[config.mk]
export PLATFORM = sky130hd
export DESIGN_NAME = pixel_stream_sequencer
export DESIGN_NICKNAME = d
export VERILOG_FILES = /design/src/rtl/pixel_stream_sequencer.sv
export SDC_FILE = /design/constraint.sdc
export NUM_CORES = 1
export LEC_CHECK = 0
export ABC_CLOCK_PERIOD_IN_PS = 1900
export BUFFER_PORTS_ARGS = -buffer_cell sky130_fd_sc_hd__buf_4
export CAP_MARGIN = 20
export CORE_ASPECT_RATIO = 0.9
export CORE_MARGIN = 1.5
export CORE_UTILIZATION = 50
export CTS_BUF_LIST = sky130_fd_sc_hd__clkbuf_8
export CTS_CLUSTER_SIZE = 16
export DETAILED_ROUTE_END_ITERATION = 7
export PLACE_DENSITY_LB_ADDON = 0.12
export SLEW_MARGIN = 20
export SYNTH_ARGS = -nofsm -noshare
export SYNTH_HDL_FRONTEND = slang
export SYNTH_SLANG_ARGS = --single-unit
[constraint.sdc]
create_clock -name clk -period 1.9 [get_ports clk]
set_input_delay 0.19 -clock clk [delete_from_list [all_inputs] [get_ports clk]]
set_output_delay 0.19 -clock clk [all_outputs]
set_load 0.1 [all_outputs]
[src/rtl/pixel_stream_sequencer.sv]
// Streams one N x N frame onto the kernel bus (write pass), then sweeps the
// bus with kern_we=0 and writes each returned result pixel to the result frame.
module pixel_stream_sequencer #(
   parameter int N           = 8,
   parameter int bitSize     = 6,
   parameter int pixelWidth  = 8,
   parameter int BEAT_CYCLES = 2
) (
   input  logic                  clk,
   input  logic                  rst_n,
   input  logic                  start,
   output logic [bitSize:0]      frame_rd_addr,
   input  logic [pixelWidth-1:0] frame_rd_data,
   output logic                  kern_we,
   output logic [bitSize:0]      kern_addr,
   output logic [pixelWidth-1:0] kern_data,
   input  logic [pixelWidth-1:0] result_in,
   output logic                  wb_we,
   output logic [bitSize:0]      wb_addr,
   output logic [pixelWidth-1:0] wb_data,
   output logic                  busy,
   output logic                  done
);

   localparam int              LAST_I   = N*N-1;
   localparam logic [bitSize:0] LAST    = LAST_I[bitSize:0];
   localparam int              BW       = (BEAT_CYCLES > 2) ?
                                          $clog2(BEAT_CYCLES) : 1;
   localparam logic [BW-1:0]   BEAT_END = BW'(BEAT_CYCLES-1);
   localparam logic [BW-1:0]   BEAT_PRE = BW'(BEAT_CYCLES-2);

   typedef enum logic [2:0] {
      S_IDLE,
      S_PREFETCH,
      S_WRITE,
      S_READ,
      S_FINISH
   } state_t;

   state_t                r_state;
   logic [BW-1:0]         r_beat;
   logic [bitSize:0]      r_addr;
   logic [bitSize:0]      r_frd;
   logic [bitSize:0]      r_kern_addr;
   logic                  r_kern_we;
   logic                  r_wb_we;
   logic [bitSize:0]      r_wb_addr;
   logic [pixelWidth-1:0] r_wb_data;
   logic                  r_busy;
   logic                  r_done;
   logic                  r_drain;

   logic                  w_beat_end;
   logic                  w_last;
   logic [bitSize:0]      w_addr_nx;

   assign w_beat_end = (r_beat == BEAT_END);
   assign w_last     = (r_addr == LAST);
   assign w_addr_nx  = r_addr + 1'b1;

   always_ff @(posedge clk or negedge rst_n) begin
      if (!rst_n) begin
         r_state     <= S_IDLE;
         r_beat      <= '0;
         r_addr      <= '0;
         r_frd       <= '0;
         r_kern_addr <= '0;
         r_kern_we   <= 1'b0;
         r_wb_we     <= 1'b0;
         r_wb_addr   <= '0;
         r_wb_data   <= '0;
         r_busy      <= 1'b0;
         r_done      <= 1'b0;
         r_drain     <= 1'b0;
      end else begin
         r_wb_we <= 1'b0;
         r_done  <= 1'b0;
         unique case (r_state)
            S_IDLE: begin
               if (start) begin
                  r_state <= S_PREFETCH;
                  r_busy  <= 1'b1;
                  r_frd   <= '0;
               end
            end
            S_PREFETCH: begin
               r_state     <= S_WRITE;
               r_kern_we   <= 1'b1;
               r_kern_addr <= '0;
               r_beat      <= '0;
               r_addr      <= '0;
            end
            S_WRITE: begin
               // next pixel address lands on the last clock of this beat
               if (r_beat == BEAT_PRE && !w_last)
                  r_frd <= w_addr_nx;
               if (w_beat_end) begin
                  r_beat <= '0;
                  if (w_last) begin
                     r_state     <= S_READ;
                     r_kern_we   <= 1'b0;
                     r_addr      <= '0;
                     r_kern_addr <= '0;
                  end else begin
                     r_addr      <= w_addr_nx;
                     r_kern_addr <= w_addr_nx;
                  end
               end else begin
                  r_beat <= r_beat + 1'b1;
               end
            end
            S_READ: begin
               // one trailing clock lets the final result write land
               if (r_drain) begin
                  r_state     <= S_FINISH;
                  r_drain     <= 1'b0;
                  r_done      <= 1'b1;
                  r_busy      <= 1'b0;
                  r_kern_addr <= '0;
               end else if (w_beat_end) begin
                  r_wb_we   <= 1'b1;
                  r_wb_addr <= r_addr;
                  r_wb_data <= result_in;
                  r_beat    <= '0;
                  if (w_last) begin
                     r_drain <= 1'b1;
                  end else begin
                     r_addr      <= w_addr_nx;
                     r_kern_addr <= w_addr_nx;
                  end
               end else begin
                  r_beat <= r_beat + 1'b1;
               end
            end
            S_FINISH: begin
               r_state <= S_IDLE;
            end
            default: begin
               r_state <= S_IDLE;
            end
         endcase
      end
   end

   assign frame_rd_addr = r_frd;
   assign kern_we       = r_kern_we;
   assign kern_addr     = r_kern_addr;
   assign kern_data     = r_kern_we ? frame_rd_data : '0;
   assign wb_we         = r_wb_we;
   assign wb_addr       = r_wb_addr;
   assign wb_data       = r_wb_data;
   assign busy          = r_busy;
   assign done          = r_done;

endmodule

After elaboration in Yosys (flattened, before gate mapping)

Cells that the tools add are included.

Register bits: 45
Bits of input ports: 19
Word-level logic and storage cells: 79

Add/sub/neg operators: 2
Equality and inequality tests: 14
Muxes and demuxes: 34
Bitwise operators: 2
Reduce and logical (&&, ||, !) cells: 15

Operators by type and width:

| operator                                            | number |
|---|---|
| 2-to-1 mux 7 bit                                    | 8 |
| one-hot mux 7 bit (3 select lines)                  | 2 |
| inequality test 2 bit, second input constant        | 8 |
| 2-to-1 mux 1 bit                                    | 14 |
| one-hot mux 7 bit (2 select lines)                  | 1 |
| 2-to-1 mux 3 bit                                    | 4 |
| one-hot mux 3 bit (4 select lines)                  | 1 |
| AND reduction 3 bit                                 | 4 |
| 2-to-1 mux 8 bit                                    | 1 |
| AND reduction 4 bit                                 | 2 |
| adder 7 x 1 -> 7 bit, second input constant         | 1 |
| equality test 7 x 6 -> 1 bit, second input constant | 1 |
| equality test 3 x 2 -> 1 bit, second input constant | 2 |
| inequality test 3 bit, second input constant        | 2 |
| nonzero test 2 bit                                  | 3 |
| AND reduction 5 bit                                 | 1 |
| one-hot mux 1 bit (2 select lines)                  | 2 |
| equality test 3 x 1 -> 1 bit, second input constant | 1 |
| logical NOT 3 bit                                   | 1 |
| one-hot mux 1 bit (3 select lines)                  | 1 |
| nonzero test 3 bit                                  | 1 |
| NOT 1 bit                                           | 2 |
| AND reduction 2 bit                                 | 1 |
| adder 1 bit, second input constant                  | 1 |
| 2 further kinds                                     | 2 |

Depth between registers and ports, before layout

Gate-level depths: netlist (run 1).

Word-level depth: 5
Mapped depth: 6
Gate-level depth less buffers: 5

Worst setup path after synthesis (run 1)

Ideal clock, no wire load.

Kind: register to output
Start point: register r_kern_we (netlist: kern_we)
End point: output kern_data[0]
Data arrival time: 1.864 ns
Path slack: -0.154 ns
Stages on the path, launching flop included: 2
Buffers on the path: 0
Cells stage by stage: dfrtp_1 -> and2_1

Cells in the longest elaborated chain, start to end: 1

RTL lines:

| what                   | RTL line | text |
|---|---|---|
| start, declared        | 45       | `logic r_kern_we;` |
| start signal, assigned | 68       | `r_kern_we <= 1'b0;` |
| start signal, assigned | 88       | `r_kern_we <= 1'b1;` |
| start signal, assigned | 101      | `r_kern_we <= 1'b0;` |
| 2-to-1 mux 8 bit       | 148      | `assign kern_data = r_kern_we ? frame_rd_data : '0;` |
| end, declared          | 16       | `output logic [pixelWidth-1:0] kern_data,` |

Every way passes these cells.

Worst setup path after layout (run 1)

Start point: register r_addr[1]
End point: register r_kern_addr[1] (netlist: kern_addr[1])

Cells in the longest elaborated chain, start to end: 5

RTL lines:

| what                               | RTL line | text |
|---|---|---|
| start, declared                    | 42       | `logic [bitSize:0] r_addr;` |
| start signal, assigned             | 105      | `r_addr <= w_addr_nx;` |
| start signal, assigned             | 128      | `r_addr <= w_addr_nx;` |
| adder 7 x 1 -> 7 bit               | 59       | `assign w_addr_nx = r_addr + 1'b1;` |
| 2-to-1 mux 7 bit                   | 125      | `if (w_last) begin` |
| 2-to-1 mux 7 bit                   | 120      | `end else if (w_beat_end) begin` |
| 2-to-1 mux 7 bit                   | 114      | `if (r_drain) begin` |
| one-hot mux 7 bit (3 select lines) | 78       | `unique case (r_state)` |
| end signal, assigned               | 106      | `r_kern_addr <= w_addr_nx;` |
| end signal, assigned               | 129      | `r_kern_addr <= w_addr_nx;` |
| end, declared                      | 44       | `logic [bitSize:0] r_kern_addr;` |

Several ways; a longest one is shown, not always the timed one. The select of a mux whose other input is x is not followed.
A chain may end at the register's enable or synchronous reset.

==> results.ini, run 1 <==
[yosys]
synth_area_mm2=0.002058
yosysTopAreaCell=dfrtp_1
syn_avg_cell_area_um2=12.40
synth_edf_count=0
synth_compound_area_frac=0.1751
syn-num-nets=186
netlist_instances=166
synth-async-reset-ratio=1.000
synth_common_cells=dfrtp_1, mux2_2, nor2_1, and2_1, a21o_1
synthTopCellsByArea=dfrtp_1, mux2_2, and2_1, a21o_1, o2bb2ai_1
ys.warnings.count=0
synth.distinct_cells=48
synth_seq_cells=45
yosysTopAreaCellShare=0.5471
yosysSeqAreaShare=0.5471
synth.most_common_cell=dfrtp_1
ys.flop_type=dfrtp_1
synthAdderAreaFrac=0.006079
synthMuxAreaShare=0.09787
synth_top_family_by_area=compound AO/OA/AOI/OAI gates
yosys.area_share.simple=0.1289
synth_xor_area_frac=0.01702

[power]
pwr_density_cell_mw_per_mm2=661.1
pwr-share-clk=0.390
power_frac_comb=0.075
leakagePower_uw=0.001332
seqPwrFrac=0.535
ir_drop_uv=562.9
internal-power_uw=1388
power_switching_uw=402.1
swShare=0.2246

[sta]
rsz0062_at_grt=no
fin_setup_tns_ns=0
fin_hold_ws_ns=0.1021
fin_crit_ns=1.776
slew_headroom=0.6360
fin_ws_ns=0.1243
hold_viol_final=0
finalSetupViolations=0
drv_slew=0
min_period_over_period=0.9346
max_freq_mhz=563.2
worst_pin_slew_ns=0.5461
final.setup_skew_ns=0.01034

[final_layout]
layout-drive-gt1-share=0.4573
regArea_mm2=0.001126
final_area_mm2=0.002708
nFillCells=283
final_util=0.7058
final_nets=253
syn_to_final_growth_pct=31.55
diodes=0
multi_input_area_um2=887.1

[drt]
vias=1583
first_pass_iters=4
vias_per_cell=5.654
drtIter0Drc=117
drt-total-wl_um=4272
ant_nets=0
drc=0
wl_per_cell_um=15.26

[global_route]
grt_usage=0.2035
first_global_vias=1486
antenna_found_initial=0
grt_max_degree=46
grt-ovfl-total=0
grt_pass1_wl_um=7265

[placed_design]
dpl_cell_area_mm2=0.002584
gp_congestion=0.9151
dp_hpwl_um=3167
place_ws_ns=0.09275
port_buffers=59

[status]
status=completed

[setup_path]
endpoint_kind=flop
cp.required_ns=2.09
criticalPathCategory=reg2reg
r2r_start=r_addr[1]
crit_fanout=7
arrival_ns=1.97
critPathLaunchType=flop
startpoint=r_addr[1]

[cts]
h-tree-depth=2
cts_buffers=5
clkSinkCount=45
postCtsSetupRepairBufs=0
path_clk_slew_ns=0.09
insertion_delay_ns=0.30
cts_tree=done
root_buffer=clkbuf_8
clockBufferDepth=2

[floorplan]
die_area_mm2=0.004511
rows=21
start_util=0.5365
core_mm2=0.003836
pin_count=60
fp.dieH_um=63.87
die_w_um=70.63

[hold_path]
holdCritStartpoint=result_in[1]
worstHoldPathType=in2reg

[job]
drv_cap=0

[registers in the layout (all words and copies together), names as in the netlist]
signal	cells
wb_we	1
r_beat	1
kern_we	1
frame_rd_addr	7
wb_addr	7
r_drain	1
done	1
r_state	3
busy	1
r_addr	7
wb_data	8
kern_addr	7
[metrics by stage]
step / cells / power [uW]
floorplan: 166 / 1051
global placement: 271 / 1110
detailed placement: 271 / 1111
CTS: 280 / 1811
global route: 280 / 1854
finish: 280 / 1790
[power groups by stage]
| stage | sequential, uW | clock, uW | combinational [uW] |
|---|---|---|---|
| 2_1_floorplan | 976 | 0 | 75.3 |
| 3_5_place_dp | 976 | 0 | 135 |
| 5_1_grt | 957 | 754 | 142 |
| 6_report | 957 | 699 | 134 |
| 4_1_cts | 957 | 718 | 136 |
| 3_3_place_gp | 976 | 0 | 134 |
[cells by family after synthesis]
family / Yosys count
buffers and inverters: 9
AND/OR/NAND/NOR: 45
AO/OA/AOI/OAI: 44
flip-flops: 45
multiplexers: 18
adder cells (fa/ha/maj): 1
XOR/XNOR: 4
[worst paths after layout]
path	endpoint	slack (ns)	cells past startpoint
worst min-delay path	wb_data[1]	0.10	2
worst min register to register	wb_data[0]	0.49	1
worst max register to register	kern_addr[1]	0.12	5
worst max-delay path	kern_addr[1]	0.12	5
max in group asynchronous	r_state[1]	1.10	2
min in group asynchronous	wb_addr[6]	0.42	2
[per-layer routing]
layer,share of wire,vias to the layer above,global-route usage
met5,0,-,0
met4,0.0098,0,0.06132
met3,0.078,5,0.04574
met2,0.46,73,0.3101
met1,0.45,762,0.2936
li1,-,743,-
[placed cells by master (no fill, tap or decap), types with 2 or more instances in the layout]
master,n
clkbuf_8,5
mux2_1,3
a32o_1,2
nor2_1,10
nand2b_1,2
xor2_1,2
a21o_1,7
nand3_1,5
a22o_1,3
nand2_1,4
xnor2_1,2
inv_1,3
o2bb2ai_1,6
buf_4,65
a22o_2,2
mux2_2,14
a31oi_1,2
o21ai_0,5
nor2b_1,2
nor3_1,2
a21oi_1,5
dfrtp_1,45
and2_2,9
[critical path: stages (launching register included)]
cell	delay, ns
dfrtp_1	0.43
ha_1	0.25
and3b_4	0.21
a211oi_1	0.39
nor2_2	0.16
a22o_2	0.23
[what timing repair did]
item / CTS / global route
hold buffers: 1 / 0
resized for setup: 0 / 1
endpoints found under the hold margin: 45 / 0
setup endpoints to repair: 0 / 1
[layout make-up]
type,instances,share of cell area
Multi-Input combinational cell,112,0.3276
Inverter,2,0.002773
Clock buffer,5,0.02542
Sequential cell,45,0.4159
Timing Repair Buffer,67,0.1913
Tap cell,46,0.02126
Clock inverter,3,0.01571
No activity file was read; power rests on OpenSTA's default activity.
==> run 2: changes to the inputs <==
--- a/config.mk
+++ b/config.mk
@@ -5,6 +5,7 @@
 export SDC_FILE = /design/constraint.sdc
 export NUM_CORES = 1
 export LEC_CHECK = 0
+export ABC_AREA = 1
 export ABC_CLOCK_PERIOD_IN_PS = 1900
 export BUFFER_PORTS_ARGS = -buffer_cell sky130_fd_sc_hd__buf_4
 export CAP_MARGIN = 20
@@ -15,7 +16,6 @@
 export CTS_CLUSTER_SIZE = 16
 export DETAILED_ROUTE_END_ITERATION = 7
 export PLACE_DENSITY_LB_ADDON = 0.12
-export SLEW_MARGIN = 20
 export SYNTH_ARGS = -nofsm -noshare
 export SYNTH_HDL_FRONTEND = slang
 export SYNTH_SLANG_ARGS = --single-unit
==> run 2 against run 1 <==
Critical path type unchanged. Clock-buffer cell count unchanged. Largest power group unchanged. Maximum frequency increased by 2.7%. Hold slack got worse by 0.012 ns. Largest cell class unchanged. Register-to-register slack improved by 0.05 ns. Critical path depth increased by 5. Critical endpoint is now kern_addr[6]. Core utilization decreased by 1.5 points. Combinational power about the same. Cell area decreased by 2.1%. Sequential cell count unchanged.
==> results.ini, run 2 <==
[yosys]
ys.flop_type=dfrtp_1
synthAdderAreaFrac=0.006046  ; -0.00003308
synth_seq_cells=45  ; unchanged
synthMuxAreaShare=0  ; -0.09787
synth_compound_area_frac=0.04534  ; -0.1297
synth.distinct_cells=23  ; -52%
yosysSeqAreaShare=0.5441  ; -0.002977
yosysTopAreaCell=dfrtp_1
synth_common_cells=nand2_1, dfrtp_1, inv_1, o21ai_0, nand3_1
netlist_instances=262  ; +58%
yosys.area_share.simple=0.3374  ; +0.2085
synth_top_family_by_area=simple AND/OR/NAND/NOR gates
syn_avg_cell_area_um2=7.899  ; -36%
synth.most_common_cell=nand2_1
synth_area_mm2=0.002069  ; +0.55%
synth-async-reset-ratio=1.000  ; unchanged
ys.warnings.count=0  ; unchanged
synthTopCellsByArea=dfrtp_1, nand2_1, inv_1, o21ai_0, nand3_1
synth_xor_area_frac=0.004232  ; -0.01279
yosysTopAreaCellShare=0.5441  ; -0.002977
synth_edf_count=0  ; unchanged
syn-num-nets=282  ; +52%

[power]
seqPwrFrac=0.585  ; +0.050
internal-power_uw=1245  ; -10%
leakagePower_uw=0.001543  ; +16%
ir_drop_uv=448.8  ; -20%
power_frac_comb=0.082  ; +0.007
power_switching_uw=392.0  ; -2.5%
pwr-share-clk=0.334  ; -0.056
pwr_density_cell_mw_per_mm2=617.4  ; -6.6%
swShare=0.2395  ; +0.01484

[setup_path]
cp.required_ns=2.08  ; about the same
worstPathCellList=ha_1 -> nand2_2 -> nor2_2 -> nand2_2 -> nand2_2 -> nand2_1 -> nand2_1 -> inv_1 -> nand2_1 -> nand2_1
endpoint_kind=flop
worst_path_most_repeated_cell=nand2_1
critPathMaxStageDelay_ns=0.49  ; +0.06 ns
crit_fanout=6  ; -1
arrival_ns=1.91  ; -0.06 ns
criticalPathCategory=reg2reg
critPathLaunchType=flop
cpMaxStageDelayCell=dfrtp_1

[drt]
first_pass_iters=5  ; +1
drtIter0Drc=126  ; +7.7%
ant_nets=0  ; unchanged
drt-total-wl_um=4440  ; +3.9%
vias_per_cell=4.786  ; -15%
vias=1785  ; +13%
drc=0  ; unchanged
wl_per_cell_um=11.90  ; -22%

[cts]
postCtsSetupRepairBufs=0  ; unchanged
clkSinkCount=45  ; unchanged
insertion_delay_ns=0.29  ; about the same
cts_buffers=5  ; unchanged
root_buffer=clkbuf_8
clockBufferDepth=2  ; unchanged
h-tree-depth=2  ; unchanged
path_clk_slew_ns=0.08  ; about the same
cts_tree=done

[sta]
max_freq_mhz=578.3  ; +2.7%
final.setup_skew_ns=0.006552  ; -0.003791 ns
worst_pin_slew_ns=0.5456  ; -0.0005068 ns
finalSetupViolations=0  ; unchanged
rsz0062_at_grt=no
fin_hold_ws_ns=0.09041  ; -0.01169 ns
drv_slew=0  ; unchanged
min_period_over_period=0.9101  ; -0.02453
fin_crit_ns=1.729  ; -0.04660 ns
slew_headroom=0.6363  ; about the same
hold_viol_final=0  ; unchanged
fin_setup_tns_ns=0  ; unchanged

[job]
drv_cap=0  ; unchanged

[placed_design]
port_buffers=59  ; unchanged
post-place-cells=364  ; +34%
dp_hpwl_um=3338  ; +5.4%
gp_congestion=0.8482  ; -7.3%

[final_layout]
diodes=0  ; unchanged
final_cells=373  ; +33%
layout-drive-gt1-share=0.2599  ; -0.1973
largest_reg_flops=8  ; unchanged
layout_commonest_cell=nand2_1
final_cell_mix=nand2_1, buf_4, dfrtp_1
final_util=0.6911  ; -0.01468
syn_to_final_growth_pct=28.11
final_nets=346  ; +37%

[global_route]
grt_max_degree=46  ; unchanged
grt_usage=0.2114  ; +0.007950
first_global_vias=1736  ; +17%
grt_pass1_wl_um=7631  ; +5.0%
grt-ovfl-total=0  ; unchanged
antenna_found_initial=0  ; unchanged

[floorplan]
start_util=0.5395  ; +0.002935
rows=21  ; unchanged
fp.dieH_um=64.04  ; +0.27%
core_mm2=0.003836  ; unchanged
pin_count=60  ; unchanged
die_w_um=70.82  ; +0.26%
die_area_mm2=0.004535  ; +0.53%

[status]
status=completed

[hold_path]
worstHoldPathType=in2reg

==> run 2: cell count changes after synthesis, sizes merged, moves of 6 or more <==
cell	delta
nand2	+132
and2	-10
o2bb2ai	-6
a21o	-7
inv	+27
mux2	-17
o21ai	+6
nand3	+7
==> run 2: power by group through the flow <==
stage | Sequential, uW | Clock, uW | Combinational, uW
finish | 957 | 546 | 134
global route | 957 | 597 | 144
CTS | 957 | 561 | 137
detailed placement | 976 | 0 | 135
global placement | 976 | 0 | 134
floorplan | 976 | 0 | 73.4
==> run 2: worst paths after layout <==
| kind | from | to | slack [ns] | cells past startpoint |
|---|---|---|---|---|
| min | result_in[3] | wb_data[3] | 0.09 | 3 |
| max in group asynchronous | rst_n | kern_we | 1.08 | 2 |
| max | r_addr[0] | kern_addr[6] | 0.17 | 10 |
| max reg2reg | r_addr[0] | kern_addr[6] | 0.17 | 10 |
| min reg2reg | frame_rd_addr[4] | frame_rd_addr[4] | 0.48 | 2 |
| min in group asynchronous | rst_n | wb_addr[0] | 0.43 | 2 |
==> run 2: through the flow <==
stage | area, um2 | setup slack [ns] | power [uW]
final | 2651 | 0.1709 | 1637
after global routing | 2651 | 0.09203 | 1697
after CTS | 2651 | 0.2035 | 1654
after detailed placement | 2557 | 0.2296 | 1111
after global placement | 2557 | 0.1792 | 1109
after floorplan | 2071 | 0.09688 | 1050
==> run 2: logic make-up (layout without fill, tap and decap cells) <==
logic type,Yosys count,in the layout
compound gates,17,17
xor+xnor,1,1
fa+ha+maj,1,1
buf+inv,33,98
flops,45,45
simple gates,165,165
==> run 2: routing by layer <==
layer	up-vias	wire length, um	global-route usage
met5	-	0	0
met4	0	44	0.05660
met3	5	283	0.04259
met2	60	1987	0.3329
met1	801	2125	0.3002
li1	919	-	-
==> run 2: worst max-delay path, delay by kind of cell, from the launching register on <==
kind | cells | cell delay, ns
adder cells (fa/ha/maj) | 1 | 0.25
buffers and inverters | 1 | 0.04
AND/OR/NAND/NOR | 8 | 0.84
flip-flops | 1 | 0.49
==> run 2: layout make-up <==
cell class,instances,area (um2)
Fill cell,333,1185
Tap cell,46,57.56
Clock buffer,5,68.82
Sequential cell,45,1127
Timing Repair Buffer,61,460.4
Clock inverter,3,15.01
Multi-Input combinational cell,184,813.3
Inverter,29,108.9
==> run 2: timing repair <==
item | CTS | global route
hold buffers | 1 | 0
hold endpoints to repair | 45 | 0
gates resized for setup | 0 | 0
==> run 3: changes to the inputs <==
--- a/config.mk
+++ b/config.mk
@@ -7,14 +7,13 @@
 export LEC_CHECK = 0
 export ABC_AREA = 1
 export ABC_CLOCK_PERIOD_IN_PS = 1900
-export BUFFER_PORTS_ARGS = -buffer_cell sky130_fd_sc_hd__buf_4
 export CAP_MARGIN = 20
-export CORE_ASPECT_RATIO = 0.9
 export CORE_MARGIN = 1.5
 export CORE_UTILIZATION = 50
 export CTS_BUF_LIST = sky130_fd_sc_hd__clkbuf_8
 export CTS_CLUSTER_SIZE = 16
 export DETAILED_ROUTE_END_ITERATION = 7
+export DONT_BUFFER_PORTS = 1
 export PLACE_DENSITY_LB_ADDON = 0.12
 export SYNTH_ARGS = -nofsm -noshare
 export SYNTH_HDL_FRONTEND = slang
==> run 3 against run 2 <==
Hold slack worse by 0.083 ns. Core utilization is 4.2 points lower. Critical path depth stayed put. Final cell count is 2.9% lower. Total power is 8.8% higher. Clock skew hardly changed. Sequential share of layout area is 0.90 points higher. Via count is 1.5% lower. Global-route usage is 0.39 points higher. Clock power is 29% higher. Wire length is 0.23% lower. Largest cell class unchanged. Largest power group unchanged.
==> results.ini, run 3 (synthesis gave the netlist of run 2 again) <==
[cts]
cts_tree=done
h-tree-depth=2  ; unchanged
cts_buffers=5  ; unchanged
path_clk_slew_ns=0.08  ; about the same
postCtsSetupRepairBufs=0  ; unchanged
root_buffer=clkbuf_8
hold_buffers=4  ; +3
clkSinkCount=45  ; unchanged
post_cts_resized=0  ; unchanged
clockBufferDepth=2  ; unchanged
insertion_delay_ns=0.30  ; about the same

[final_layout]
final_cell_mix=nand2_1, dfrtp_1, buf_4
nFillCells=342  ; +2.7%
largest_reg_flops=8  ; unchanged
final_cells=362  ; -2.9%
layout_commonest_cell=nand2_1
diodes=0  ; unchanged
layout-drive-gt1-share=0.2212  ; -0.03878
final_nets=331  ; -4.3%
syn_to_final_growth_pct=25.45

[drt]
wl_met1_um=2086  ; -1.8%
first_pass_iters=4  ; -1
met3WireLength_um=265  ; -6.4%
wl_per_cell_um=12.24  ; +2.8%
vias=1759  ; -1.5%
drt-total-wl_um=4430  ; -0.23%
vias_per_cell=4.859  ; +1.5%
ant_nets=0  ; unchanged
drc=0  ; unchanged
top_layer=met4
met2WireLength_um=2008  ; +1.1%
drtIter0Drc=70  ; -44%

[setup_path]
cpMaxStageDelayCell=dfrtp_1
endpoint_kind=flop
r2r-end=r_addr[6]
criticalPathCategory=reg2reg
cp.required_ns=2.09  ; about the same
arrival_ns=1.79  ; -0.12 ns
worst_path_most_repeated_cell=nand2_1
critPathMaxStageDelay_ns=0.44  ; -0.05 ns
r2r_cells=10  ; unchanged
r2r_start=r_addr[0]
worstPathCellList=ha_1 -> nand2_2 -> nor2_2 -> nand2_2 -> nand2_2 -> nand2_1 -> nand2_1 -> inv_1 -> nand2_1 -> nand2_1
crit_fanout=6  ; unchanged
rrSetupSlack_ns=0.30  ; +0.13 ns
critPathLaunchType=flop

[floorplan]
die_w_um=67.34  ; -4.9%
rows=23  ; +9.5%
start_util=0.5174  ; -0.02211
pin_count=60  ; unchanged
core_mm2=0.004000  ; +4.3%
die_area_mm2=0.004534  ; about the same
fp.dieH_um=67.34  ; +5.2%

[sta]
fin_ws_ns=0.2962  ; +0.1253 ns
fin_setup_tns_ns=0  ; unchanged
min_period_over_period=0.8441  ; -0.06594
slew_headroom=0.7014  ; +0.06509
max_freq_mhz=623.5  ; +7.8%
worst_pin_slew_ns=0.4474  ; -0.09812 ns
fin_hold_ws_ns=0.007702  ; -0.08271 ns
final.setup_skew_ns=0.006111  ; -0.0004407 ns
drv_slew=0  ; unchanged
fin_crit_ns=1.604  ; -0.1253 ns
hold_viol_final=0  ; unchanged
finalSetupViolations=0  ; unchanged
rsz0062_at_grt=no

[hold_path]
min_path_cells=2  ; -1
holdCritStartpoint=result_in[4]
worstHoldEndpoint=wb_data[4]
worstHoldPathType=in2reg

[power]
pwr_density_cell_mw_per_mm2=686.0  ; +11%
finalPower_uw=1781  ; +8.8%
ir_drop_uv=432.3  ; -3.7%
leakagePower_uw=0.001491  ; -3.4%

[job]
drv_cap=0  ; unchanged

[global_route]
grt_max_degree=46  ; unchanged
grt_pass1_wl_um=7203  ; -5.6%
grt_usage=0.2153  ; +0.003915
antenna_found_initial=0  ; unchanged
first_global_vias=1553  ; -11%
grt-ovfl-total=0  ; unchanged

[placed_design]
port_buffers=0  ; -100%
post-place-cells=350  ; -3.8%
dp_hpwl_um=3206  ; -4.0%
place_ws_ns=0.3104  ; +0.08072 ns
gp_congestion=0.8368  ; -1.3%

[status]
status=completed

run 3: cell types whose count changed in the layout (fill, tap and decap cells not counted):
cell           previous run  this run
bufinv_16                 0         1
buf_16                    0         1
clkinv_4                  0         1
buf_4                    60        42
clkinvlp_4                1         0
dlygate4sd3_1             1         3
inv_1                    29        28
run 3: layer usage:
layer,GRT usage,vias up
li1,-,895
met2,0.3342,54
met4,0.07398,0
met5,0,-
met1,0.2908,803
met3,0.06000,7
run 3: area by class of cell:
| type | instances | area, um2 | share of cell area |
|---|---|---|---|
| clock buffers | 5 | 68.82 | 0.02651 |
| clock inverters | 3 | 42.54 | 0.01639 |
| multi-input cells | 184 | 813.3 | 0.3133 |
| well taps | 50 | 62.56 | 0.02410 |
| inverters | 29 | 108.9 | 0.04193 |
| repair buffers | 46 | 372.9 | 0.1436 |
| flip-flops and latches | 45 | 1127 | 0.4342 |
run 3: how the worst max path moves through the flow:
stage	from	slack (ns)	depth (start not counted)	to
floorplan	kern_we	0.1	3	kern_data[0]
global placement	r_addr[1]	0.39	10	kern_addr[6]
detailed placement	r_addr[0]	0.31	10	r_addr[6]
CTS	r_addr[0]	0.30	10	r_addr[6]
global route	r_addr[0]	0.1	10	kern_addr[6]
finish	r_addr[0]	0.30	10	r_addr[6]
run 3: stage by stage:
stage	instance area [um2]	utilization
after global routing	2596	0.6490
final	2596	0.6490
after global placement	2427	0.6068
after detailed placement	2427	0.6068
after CTS	2596	0.6490
after floorplan	2071	-
run 3: power by group:
part           switching, uW  internal (uW)  leakage (uW)  total, uW
Clock                    318            389     0.0000595        707
Sequential                 0            957      0.000541        957
Combinational           92.7           24.6      0.000890        117
Total                    410           1370       0.00149       1780
run 3: critical path, delay by kind of cell, from the launching register on:
| kind | cells | cell delay (ns) |
|---|---|---|
| adder cells (fa/ha/maj) | 1 | 0.23 |
| AND/OR/NAND/NOR | 8 | 0.78 |
| buffers and inverters | 1 | 0.04 |
| flip-flops | 1 | 0.44 |
